<file path="config.mk">
export PLATFORM = sky130hd
export DESIGN_NAME = bytecode_decode
export DESIGN_NICKNAME = d
export VERILOG_FILES = /design/src/rtl/jvm_pkg.sv /design/src/rtl/bytecode_len.sv /design/src/rtl/bytecode_decode.sv
export SDC_FILE = /design/constraint.sdc
export NUM_CORES = 1
export LEC_CHECK = 0
export ABC_CLOCK_PERIOD_IN_PS = 2600
export BUFFER_PORTS_ARGS = -buffer_cell sky130_fd_sc_hd__buf_2
export CELL_PAD_IN_SITES_DETAIL_PLACEMENT = 1
export CELL_PAD_IN_SITES_GLOBAL_PLACEMENT = 1
export CORE_MARGIN = 4
export CORE_UTILIZATION = 38
export CTS_CLUSTER_SIZE = 28
export DETAILED_ROUTE_END_ITERATION = 10
export GPL_TIMING_DRIVEN = 0
export PLACE_DENSITY = 0.72
export SLEW_MARGIN = 20
export SYNTH_ARGS = -nofsm -noshare
export SYNTH_HDL_FRONTEND = slang
export SYNTH_HIERARCHICAL = 1
export SYNTH_SLANG_ARGS = --single-unit
export TNS_END_PERCENT = 20
</file>
<file path="constraint.sdc">
create_clock -name clk -period 2.6 [get_ports clk]
set_clock_uncertainty 0.1 [all_clocks]
set_input_delay 0.52 -clock clk [delete_from_list [all_inputs] [get_ports clk]]
set_output_delay 0.52 -clock clk [all_outputs]
set_load 0.02 [all_outputs]
</file>
<file path="src/rtl/jvm_pkg.sv">
// Shared JVM bytecode definitions.
// Holds the opcode constants, the decode state encoding and the default
// program-counter width. The decode stage and the length lookup both use
// this package.
package jvm_pkg;

   localparam int PC_W_DEF = 12;

   typedef enum logic [1:0] {
      ST_OPC = 2'd0,
      ST_OP1 = 2'd1,
      ST_OP2 = 2'd2
   } dec_state_t;

   localparam logic [7:0] OP_NOP       = 8'h00;
   localparam logic [7:0] OP_ICONST_M1 = 8'h02;
   localparam logic [7:0] OP_ICONST_5  = 8'h08;
   localparam logic [7:0] OP_BIPUSH    = 8'h10;
   localparam logic [7:0] OP_SIPUSH    = 8'h11;
   localparam logic [7:0] OP_ILOAD     = 8'h15;
   localparam logic [7:0] OP_ILOAD_0   = 8'h1A;
   localparam logic [7:0] OP_ILOAD_3   = 8'h1D;
   localparam logic [7:0] OP_ISTORE    = 8'h36;
   localparam logic [7:0] OP_ISTORE_0  = 8'h3B;
   localparam logic [7:0] OP_ISTORE_3  = 8'h3E;
   localparam logic [7:0] OP_POP       = 8'h57;
   localparam logic [7:0] OP_DUP       = 8'h59;
   localparam logic [7:0] OP_IADD      = 8'h60;
   localparam logic [7:0] OP_ISUB      = 8'h64;
   localparam logic [7:0] OP_IMUL      = 8'h68;
   localparam logic [7:0] OP_IINC      = 8'h84;
   localparam logic [7:0] OP_IFEQ      = 8'h99;
   localparam logic [7:0] OP_IF_ICMPLE = 8'hA4;
   localparam logic [7:0] OP_GOTO      = 8'hA7;
   localparam logic [7:0] OP_IRETURN   = 8'hAC;
   localparam logic [7:0] OP_RETURN    = 8'hB1;

   // Operand for 2-byte instructions. bipush carries a signed immediate;
   // iload/istore carry an unsigned local-variable index.
   function automatic logic [15:0] short_operand(input logic [7:0] op,
                                                 input logic [7:0] b1);
      return (op == OP_BIPUSH) ? {{8{b1[7]}}, b1} : {8'h00, b1};
   endfunction

endpackage

</file>
<file path="src/rtl/bytecode_len.sv">
// Combinational bytecode length lookup.
// Ports:
//   opcode  - bytecode opcode byte
//   len     - total instruction length in bytes (1..3)
//   illegal - opcode is outside the supported set (reported as length 1)
module bytecode_len
   import jvm_pkg::*;
(
   input  logic [7:0] opcode,
   output logic [1:0] len,
   output logic       illegal
);

   always_comb begin
      len     = 2'd1;
      illegal = 1'b0;
      case (opcode) inside
         OP_BIPUSH, OP_ILOAD, OP_ISTORE:                        len = 2'd2;
         OP_SIPUSH, OP_IINC, [OP_IFEQ:OP_IF_ICMPLE], OP_GOTO:   len = 2'd3;
         OP_NOP, [OP_ICONST_M1:OP_ICONST_5], [OP_ILOAD_0:OP_ILOAD_3],
         [OP_ISTORE_0:OP_ISTORE_3], OP_POP, OP_DUP, OP_IADD, OP_ISUB,
         OP_IMUL, OP_IRETURN, OP_RETURN:                        len = 2'd1;
         default:                                               illegal = 1'b1;
      endcase
   end

endmodule

</file>
<file path="src/rtl/bytecode_decode.sv">
// Bytecode decode stage.
// Collects the opcode and operand bytes of each bytecode from the fetch
// byte stream and presents one assembled record per instruction to execute.
//
//   state  | meaning
//   -------+-------------------------------------------
//   ST_OPC | waiting for an opcode byte
//   ST_OP1 | opcode latched, waiting for operand byte 1
//   ST_OP2 | operand byte 1 latched, waiting for byte 2
//
// Ports:
//   clk, rst                 - clock, synchronous active-high reset
//   in_byte/in_pc/in_valid   - byte stream from fetch
//   in_ready                 - byte accepted this cycle
//   flush                    - discard partial instruction and pending record
//   dec_valid/dec_ready      - record handshake to execute
//   dec_opcode/dec_operand   - opcode and assembled operand
//   dec_pc/dec_len           - opcode pc and instruction length
//   dec_illegal              - opcode not supported
module bytecode_decode
   import jvm_pkg::*;
#(
   parameter int PC_W = PC_W_DEF
) (
   input  logic            clk,
   input  logic            rst,
   input  logic [7:0]      in_byte,
   input  logic [PC_W-1:0] in_pc,
   input  logic            in_valid,
   output logic            in_ready,
   input  logic            flush,
   output logic            dec_valid,
   input  logic            dec_ready,
   output logic [7:0]      dec_opcode,
   output logic [15:0]     dec_operand,
   output logic [PC_W-1:0] dec_pc,
   output logic [1:0]      dec_len,
   output logic            dec_illegal
);

   dec_state_t      state;
   logic [7:0]      lat_op;
   logic [7:0]      lat_b1;
   logic [PC_W-1:0] lat_pc;
   logic [1:0]      lat_len;

   logic [1:0]      opc_len;
   logic            opc_illegal;
   logic            take;

   bytecode_len u_len (
      .opcode  (in_byte),
      .len     (opc_len),
      .illegal (opc_illegal)
   );

   // A byte only moves when the output register is free or draining, so a
   // final operand byte can never overwrite an unconsumed record.
   assign in_ready = !dec_valid || dec_ready;
   assign take     = in_valid && in_ready;

   always_ff @(posedge clk) begin
      if (rst) begin
         state       <= ST_OPC;
         lat_op      <= '0;
         lat_b1      <= '0;
         lat_pc      <= '0;
         lat_len     <= '0;
         dec_valid   <= 1'b0;
         dec_opcode  <= '0;
         dec_operand <= '0;
         dec_pc      <= '0;
         dec_len     <= '0;
         dec_illegal <= 1'b0;
      end else if (flush) begin
         state     <= ST_OPC;
         dec_valid <= 1'b0;
      end else begin
         if (dec_valid && dec_ready)
            dec_valid <= 1'b0;
         if (take) begin
            case (state)
               ST_OPC: begin
                  if (opc_len == 2'd1) begin
                     dec_valid   <= 1'b1;
                     dec_opcode  <= in_byte;
                     dec_operand <= '0;
                     dec_pc      <= in_pc;
                     dec_len     <= 2'd1;
                     dec_illegal <= opc_illegal;
                  end else begin
                     lat_op  <= in_byte;
                     lat_pc  <= in_pc;
                     lat_len <= opc_len;
                     state   <= ST_OP1;
                  end
               end
               ST_OP1: begin
                  if (lat_len == 2'd2) begin
                     dec_valid   <= 1'b1;
                     dec_opcode  <= lat_op;
                     dec_operand <= short_operand(lat_op, in_byte);
                     dec_pc      <= lat_pc;
                     dec_len     <= 2'd2;
                     dec_illegal <= 1'b0;
                     state       <= ST_OPC;
                  end else begin
                     lat_b1 <= in_byte;
                     state  <= ST_OP2;
                  end
               end
               ST_OP2: begin
                  // Big-endian; branch offsets are left raw for execute.
                  dec_valid   <= 1'b1;
                  dec_opcode  <= lat_op;
                  dec_operand <= {lat_b1, in_byte};
                  dec_pc      <= lat_pc;
                  dec_len     <= 2'd3;
                  dec_illegal <= 1'b0;
                  state       <= ST_OPC;
               end
               default: state <= ST_OPC;
            endcase
         end
      end
   end

endmodule

</file>
==> flow_summary_export.csv, run 1 <==
group,metric,value,unit
synthesis,syn_nets,357,
worst_setup_path,required,2.76,ns
placed_design,place_hpwl,6560,um
pwr,power_density,547,nW/um^2
drt,vias_per_cell,5.41,
finish,fin_nets,436,
worst_setup_path,crit_top_cell,"buf_4",
floorplan,die_x,103,um
drt,route.detailed.drc,0,
pwr,p_seq_share,51.6,%
synthesis,synth-seq-area-share,42.1,%
pwr,swShare,28.5,%
worst_setup_path,path_class,"input pin to flop",
floorplan,start_util,39.1,%
floorplan,fp.coreArea,8760,um^2
sta,min_period,2.49,ns
cts,clk_latency,0.34,ns
synthesis,synth_enable_flop_cells,0,
finish,fin_util,46.5,%
cts,cts_max_path_buffers,2,
worst_setup_path,end_kind,"flop",
worst_hold_path,hold_path_depth,3,
synthesis,synth_top_family_by_area,"compound AO/OA/AOI/OAI gates",
pwr,comb_power_share,14.2,%
cts,numClockSinks,72,
global_routing,overflow,0,
worst_setup_path,max_stage_delay,0.43,ns
pwr,clkPwrFrac,34.2,%
worst_hold_path,hold_class,"input pin to flop",
cts,cts_buffers,9,
finish,drive_gt1_share,32.8,%
finish,area_growth,18.9,%
worst_setup_path,r2r_slack,0.37,ns
synthesis,async_flop_share,0,%
synthesis,netlist_instances,328,
synthesis,ys.flop_type,"dfxtp_1",
cts,cts-root-buf,"clkbuf_8",
synthesis,yosysMostFrequentCell,"dfxtp_1",
global_routing,grt_use_total,17.9,%
sta,rsz0062_at_grt,"no",
worst_setup_path,critical_path_peak_fanout,10,
global_routing,grt_pass1_vias,2954,
worst_setup_path,arrival,2.65,ns
synthesis,synth-adder-area-share,1.46,%
synthesis,yosys.area.top_type_share,42.1,%
worst_setup_path,r2r_start,"state[1]",
worst_setup_path,start_kind,"input pin",
synthesis,synth_area_per_cell,10.4,um^2
synthesis,synth_compound_area_share,20.3,%
placed_design,place_area,3890,um^2
synthesis,synth_mux_area_share,14.9,%
synthesis,synth_xor_area_share,0.511,%
pwr,intPower,1.59,mW
floorplan,die_h,103,um
cts,cts_tree,"done",
drt,wirelength,9010,um
drt,wl_per_cell,17.4,um
sta,finalMaxSlewViolations,0,
synthesis,synth_top_area_cell,"dfxtp_1",
drt,dr.first_iter.drc_count,98,
placed_design,io_buffers,65,
worst_setup_path,cp_slowest_cell,"or4_1",
pwr,ir_worst_vdd,0.000233,V
sta,hold_violations,0,
outcome,outcome,"complete, no violations",
floorplan,die_area,10600,um^2
floorplan,boundaryPins,66,
sta,setup_viol,0,
sta,fin_ws,0.107,ns
placed_design,pre_cts_slack,-0.351,ns
floorplan,rows,34,
synthesis,synth_cell_types,58,
global_routing,grt_max_degree,13,
pwr,p_leak,1.86,nW
synthesis,synth_simple_gate_area_share,14.3,%
sta,tightest_slew,0.729,ns
sta,slew-limit-headroom,51.4,%
worst_setup_path,rr_worst_depth,6,
placed_design,gp_congestion,0.817,
cts,cts_max_level,3,
sta,fmax,0.401,GHz
synthesis,ys_seq_elements,72,
pwr,p_sw,0.635,mW
worst_hold_path,holdCritStartpoint,"in_pc[6]",
global_routing,antenna_found_initial,0,
finish,diodes,0,
drt,vias,2806,
drt,drt_pass1_iterations,4,
synthesis,synth_common_cells,"dfxtp_1 (72), mux2i_1 (51), nor2_1 (35), a21oi_1 (33), a211oi_2 (18)",
worst_hold_path,holdPathEnd,"lat_pc[6]",
cts,cts.clk_slew.worst_paths,0.08,ns
drt,ant_nets,0,
global_routing,grt_pass1_wl,14800,um
synthesis,ys_top_cells_by_area,"dfxtp_1 (42%), mux2i_1 (15%), a211oi_2 (6.6%), a21oi_1 (4.8%), nor2_1 (3.8%)",
worst_setup_path,crit_chain,"buf_2, buf_4, nor4_2, a21oi_1, or4_1, nand3_2, nand2b_4, a22oi_1, buf_4, and2_4, buf_6, a211oi_2",
worst_setup_path,rr_endpoint,"dec_operand[9]",
run,max_cap_viol_count,0,
cts,ctsHoldBuffers,0,
finish,finish.instance_area,4070,um^2
synthesis,ys.warnings.count,6,
sta,period_share,95.9,%
synthesis,netlist_area,3430,um^2
-- stage by stage --
stage	TNS (ns)	cells	total power, mW	hold WS (ns)
finish	0	519	2.23	0.318
global route	0	519	2.32	0.334
CTS	0	516	2.25	0.306
detailed placement	-14.90	501	1.49	0.348
global placement	-11.71	501	1.48	0.347
floorplan	0	328	1.38	0.355
-- power by group through the flow --
stage	combinational, mW	clock (mW)	sequential (mW)
floorplan	0.174	0	1.21
global placement	0.306	0	1.18
detailed placement	0.315	0	1.18
CTS	0.316	0.788	1.15
global route	0.347	0.824	1.15
finish	0.317	0.762	1.15
-- final cells by class --
cell class | count | area (um^2)
sequential | 72 | 1440
tap | 108 | 135
multi-input combinational | 224 | 1760
clock inverter | 6 | 37.5
clock buffer | 9 | 124
timing repair buffer | 68 | 348
buffer | 28 | 210
fill | 997 | 4690
inverter | 4 | 15.0
-- cells by family (layout without fill, tap and decap cells) --
kind of cell / Yosys count / after routing
AO/OA/AOI/OAI: 85 / 85
flip-flops: 72 / 72
buffers and inverters: 32 / 115
AND/OR/NAND/NOR: 82 / 82
XOR/XNOR: 2 / 2
adder cells (fa/ha/maj): 4 / 4
multiplexers: 51 / 51
-- repair_timing --
item	CTS	global route
buffers inserted	0	3
setup endpoints to repair	0	32
gates resized for setup	0	2
-- per-layer routing --
layer	routed length (um)	GRT usage, %	up-vias
li1	-	-	1363
met1	4150	22.7	1379
met2	4310	30.2	55
met3	454	4.40	9
met4	102	5.38	0
met5	0	0	-
-- flip-flops by register name (all words and copies together), names as in the netlist, 2 cells and up --
| signal | cells |
|---|---|
| dec_len | 2 |
| dec_opcode | 8 |
| dec_operand | 16 |
| dec_pc | 12 |
| lat_b1 | 8 |
| lat_len | 2 |
| lat_op | 8 |
| lat_pc | 12 |
| state | 2 |
-- cells in the final DEF, fill, tap and decap left out, drive strengths merged, types with 2 or more instances in the layout --
master	Yosys	layout
dfxtp	72	72
clkinv	1	7
nor4b	3	3
nor3	4	4
nand4	4	4
a211oi	21	21
nand2	8	8
inv	3	3
o211ai	2	2
a21oi	34	34
buf	22	90
and2	2	2
nand3	4	4
nor2	35	35
a32o	8	8
o2bb2ai	8	8
mux2i	51	51
a21bo	2	2
nor2b	2	2
ha	4	4
clkbuf	6	15
and4b	2	2
and2b	2	2
nand4b	3	3
nor3b	2	2
nand2b	4	4
-- critical path, delay by kind of cell --
family / cells / cell delay, ns
compound gates: 3 / 0.34
buf+inv: 4 / 0.69
simple gates: 5 / 1.10
-- how the worst max path moves through the flow --
stage                from         endpoint  slack, ns
2_1_floorplan  in_byte[1]    dec_opcode[0]       0.11
3_3_place_gp   in_byte[2]  dec_operand[14]      -0.28
3_5_place_dp   in_byte[3]   dec_operand[9]      -0.35
4_1_cts        in_byte[3]   dec_operand[9]       0.02
5_1_grt        in_byte[3]        dec_pc[8]      0.004
6_report       in_byte[3]        dec_pc[8]       0.11
(Power assumes the default switching activity.)
==> inputs of run 2 (changes only) <==
--- a/config.mk
+++ b/config.mk
@@ -6,13 +6,13 @@
 export NUM_CORES = 1
 export LEC_CHECK = 0
 export ABC_CLOCK_PERIOD_IN_PS = 2600
-export BUFFER_PORTS_ARGS = -buffer_cell sky130_fd_sc_hd__buf_2
 export CELL_PAD_IN_SITES_DETAIL_PLACEMENT = 1
 export CELL_PAD_IN_SITES_GLOBAL_PLACEMENT = 1
 export CORE_MARGIN = 4
-export CORE_UTILIZATION = 38
+export CORE_UTILIZATION = 44
 export CTS_CLUSTER_SIZE = 28
 export DETAILED_ROUTE_END_ITERATION = 10
+export DONT_BUFFER_PORTS = 1
 export GPL_TIMING_DRIVEN = 0
 export PLACE_DENSITY = 0.72
 export SLEW_MARGIN = 20
==> run 2 against run 1 <==
- sequential power increased by 3%
- final cell count decreased by 15%
- sequential share of layout area increased by 2.5 points
- power increased by 12%
- via count decreased by 9.2%
- combinational power decreased by 32%
- maximum frequency increased by 4.2%
- sequential cell count unchanged
- count of clock-buffer cells in the layout increased by 2
- design area decreased by 6.6%
- die area decreased by 13%
- clock power increased by 44%
==> flow_summary_export.csv, run 2 (same netlist as run 1, synthesis figures left out) <==
group,metric,value,unit
worst_hold_path,hold_path_depth,1,
worst_setup_path,path_class,"input pin to flop",
pwr,ir_worst_vdd,0.000241,V
worst_setup_path,critical_path_peak_fanout,10,
finish,largest-register,"dec_operand",
finish,area_growth,11.0,%
drt,vias,2547,
sta,tightest_slew,0.724,ns
cts,cts_setup_buffers,0,
cts,cts_max_path_buffers,2,
sta,period_share,92.0,%
drt,vias_per_cell,5.75,
worst_setup_path,worst-path-buf-inv,3,
finish,largest_reg_flops,16,
drt,wirelength,8940,um
drt,routed-wl-met2,4310,um
drt,ant_nets,0,
sta,fmax,0.418,GHz
sta,finalMaxSlewViolations,0,
floorplan,start_util,46.3,%
worst_setup_path,cp_slowest_cell,"or4_1",
worst_setup_path,end_kind,"flop",
cts,clk_latency,0.34,ns
worst_setup_path,crit_chain,"buf_6, nor4_2, a21oi_1, or4_1, nand3_2, nand2b_4, a22oi_1, buf_2, a21oi_4, buf_6, o2bb2ai_1",
worst_hold_path,holdPathEnd,"state[1]",
worst_hold_path,holdCritStartpoint,"flush",
floorplan,die_area,9270,um^2
global_routing,overflow,0,
drt,dr.first_iter.drc_count,60,
drt,route.detailed.drc,0,
pwr,p_leak,1.57,nW
placed_design,gp_congestion,0.784,
worst_setup_path,rr_endpoint,"dec_operand[13]",
floorplan,rows,31,
worst_hold_path,hold_class,"input pin to flop",
cts,numClockSinks,72,
drt,wl_per_cell,20.2,um
sta,min_period,2.39,ns
worst_setup_path,required,2.76,ns
finish,top_regs,"dec_operand x16, dec_pc x12, lat_pc x12",
sta,slew-limit-headroom,51.7,%
placed_design,dp.cells,427,
drt,detail_route.wirelength.met1,3990,um
floorplan,fp.coreArea,7410,um^2
finish,layout_common_cells,"dfxtp_1 (72), mux2i_1 (51), nor2_1 (35), a21oi_1 (33), a211oi_2 (18)",
finish,fin_nets,368,
cts,cts_resized,0,
placed_design,place_area,3550,um^2
worst_setup_path,path_delay_family,"simple AND/OR/NAND/NOR gates",
run,max_cap_viol_count,0,
sta,rsz0062_at_grt,"no",
finish,final_cells,443,
worst_setup_path,max_stage_delay,0.42,ns
floorplan,die_x,96.3,um
worst_setup_path,crit_top_cell,"buf_6",
placed_design,io_buffers,0,
drt,wl_met3,455,um
worst_setup_path,start_kind,"input pin",
worst_setup_path,r2r_start,"state[1]",
floorplan,boundaryPins,66,
worst_setup_path,crit_path_start,"in_byte[1]",
cts,cts-root-buf,"clkbuf_8",
global_routing,grt_pass1_wl,14300,um
placed_design,place_hpwl,6180,um
cts,cts_max_level,3,
drt,top_signal_layer_used,"met4",
cts,cts_buffers,9,
global_routing,grt_pass1_vias,2688,
worst_setup_path,arrival,2.56,ns
global_routing,antenna_found_initial,0,
global_routing,grt_use_total,20.6,%
finish,final_common_cell,"dfxtp_1",
worst_setup_path,r2r_slack,0.28,ns
worst_setup_path,rr_worst_depth,6,
cts,cts_tree,"done",
pwr,power_density,659,nW/um^2
finish,finish.instance_area,3800,um^2
drt,drt_pass1_iterations,4,
sta,setup_viol,0,
pwr,p_total,2.51,mW
global_routing,grt_max_degree,13,
cts,cts.clk_slew.worst_paths,0.08,ns
finish,drive_gt1_share,19.8,%
sta,hold_violations,0,
cts,ctsHoldBuffers,0,
finish,diodes,0,
sta,whs,0.143,ns
floorplan,die_h,96.3,um
outcome,outcome,"complete, no violations",
run 2: layout make-up:
class,count,area [um^2]
plain buffers,28,208
clock buffers,11,151
well taps,99,124
inverters,4,15.0
multi-input cells,224,1760
flip-flops and latches,72,1440
clock inverters,5,103
fillers,816,3600
run 2: layer usage:
metal / global-route usage [%] / vias up
li1: - / 1232
met1: 26.5 / 1243
met2: 32.7 / 57
met3: 5.16 / 15
met4: 8.53 / 0
met5: 0 / -
run 2: power by group:
group / internal [mW] / switching, mW / leakage, nW
Sequential: 1.13 / 0.0547 / 0.584
Combinational: 0.0906 / 0.124 / 0.864
Clock: 0.688 / 0.417 / 0.126
run 2: per-stage QoR:
step	TNS, ns	setup slack, ns	utilization [%]
after floorplan	0	0.108	-
after global placement	-1.88	-0.103	47.9
after detailed placement	-3.22	-0.164	47.9
after CTS	0	0.181	51.4
after global routing	0	0.0877	51.4
final	0	0.208	51.4
run 2: worst max-delay path by stage:
stage | end | depth (start not counted)
floorplan | dec_opcode[0] | 11
global placement | dec_operand[13] | 11
detailed placement | dec_operand[9] | 11
CTS | dec_operand[13] | 11
global route | dec_operand[13] | 10
finish | dec_operand[13] | 11
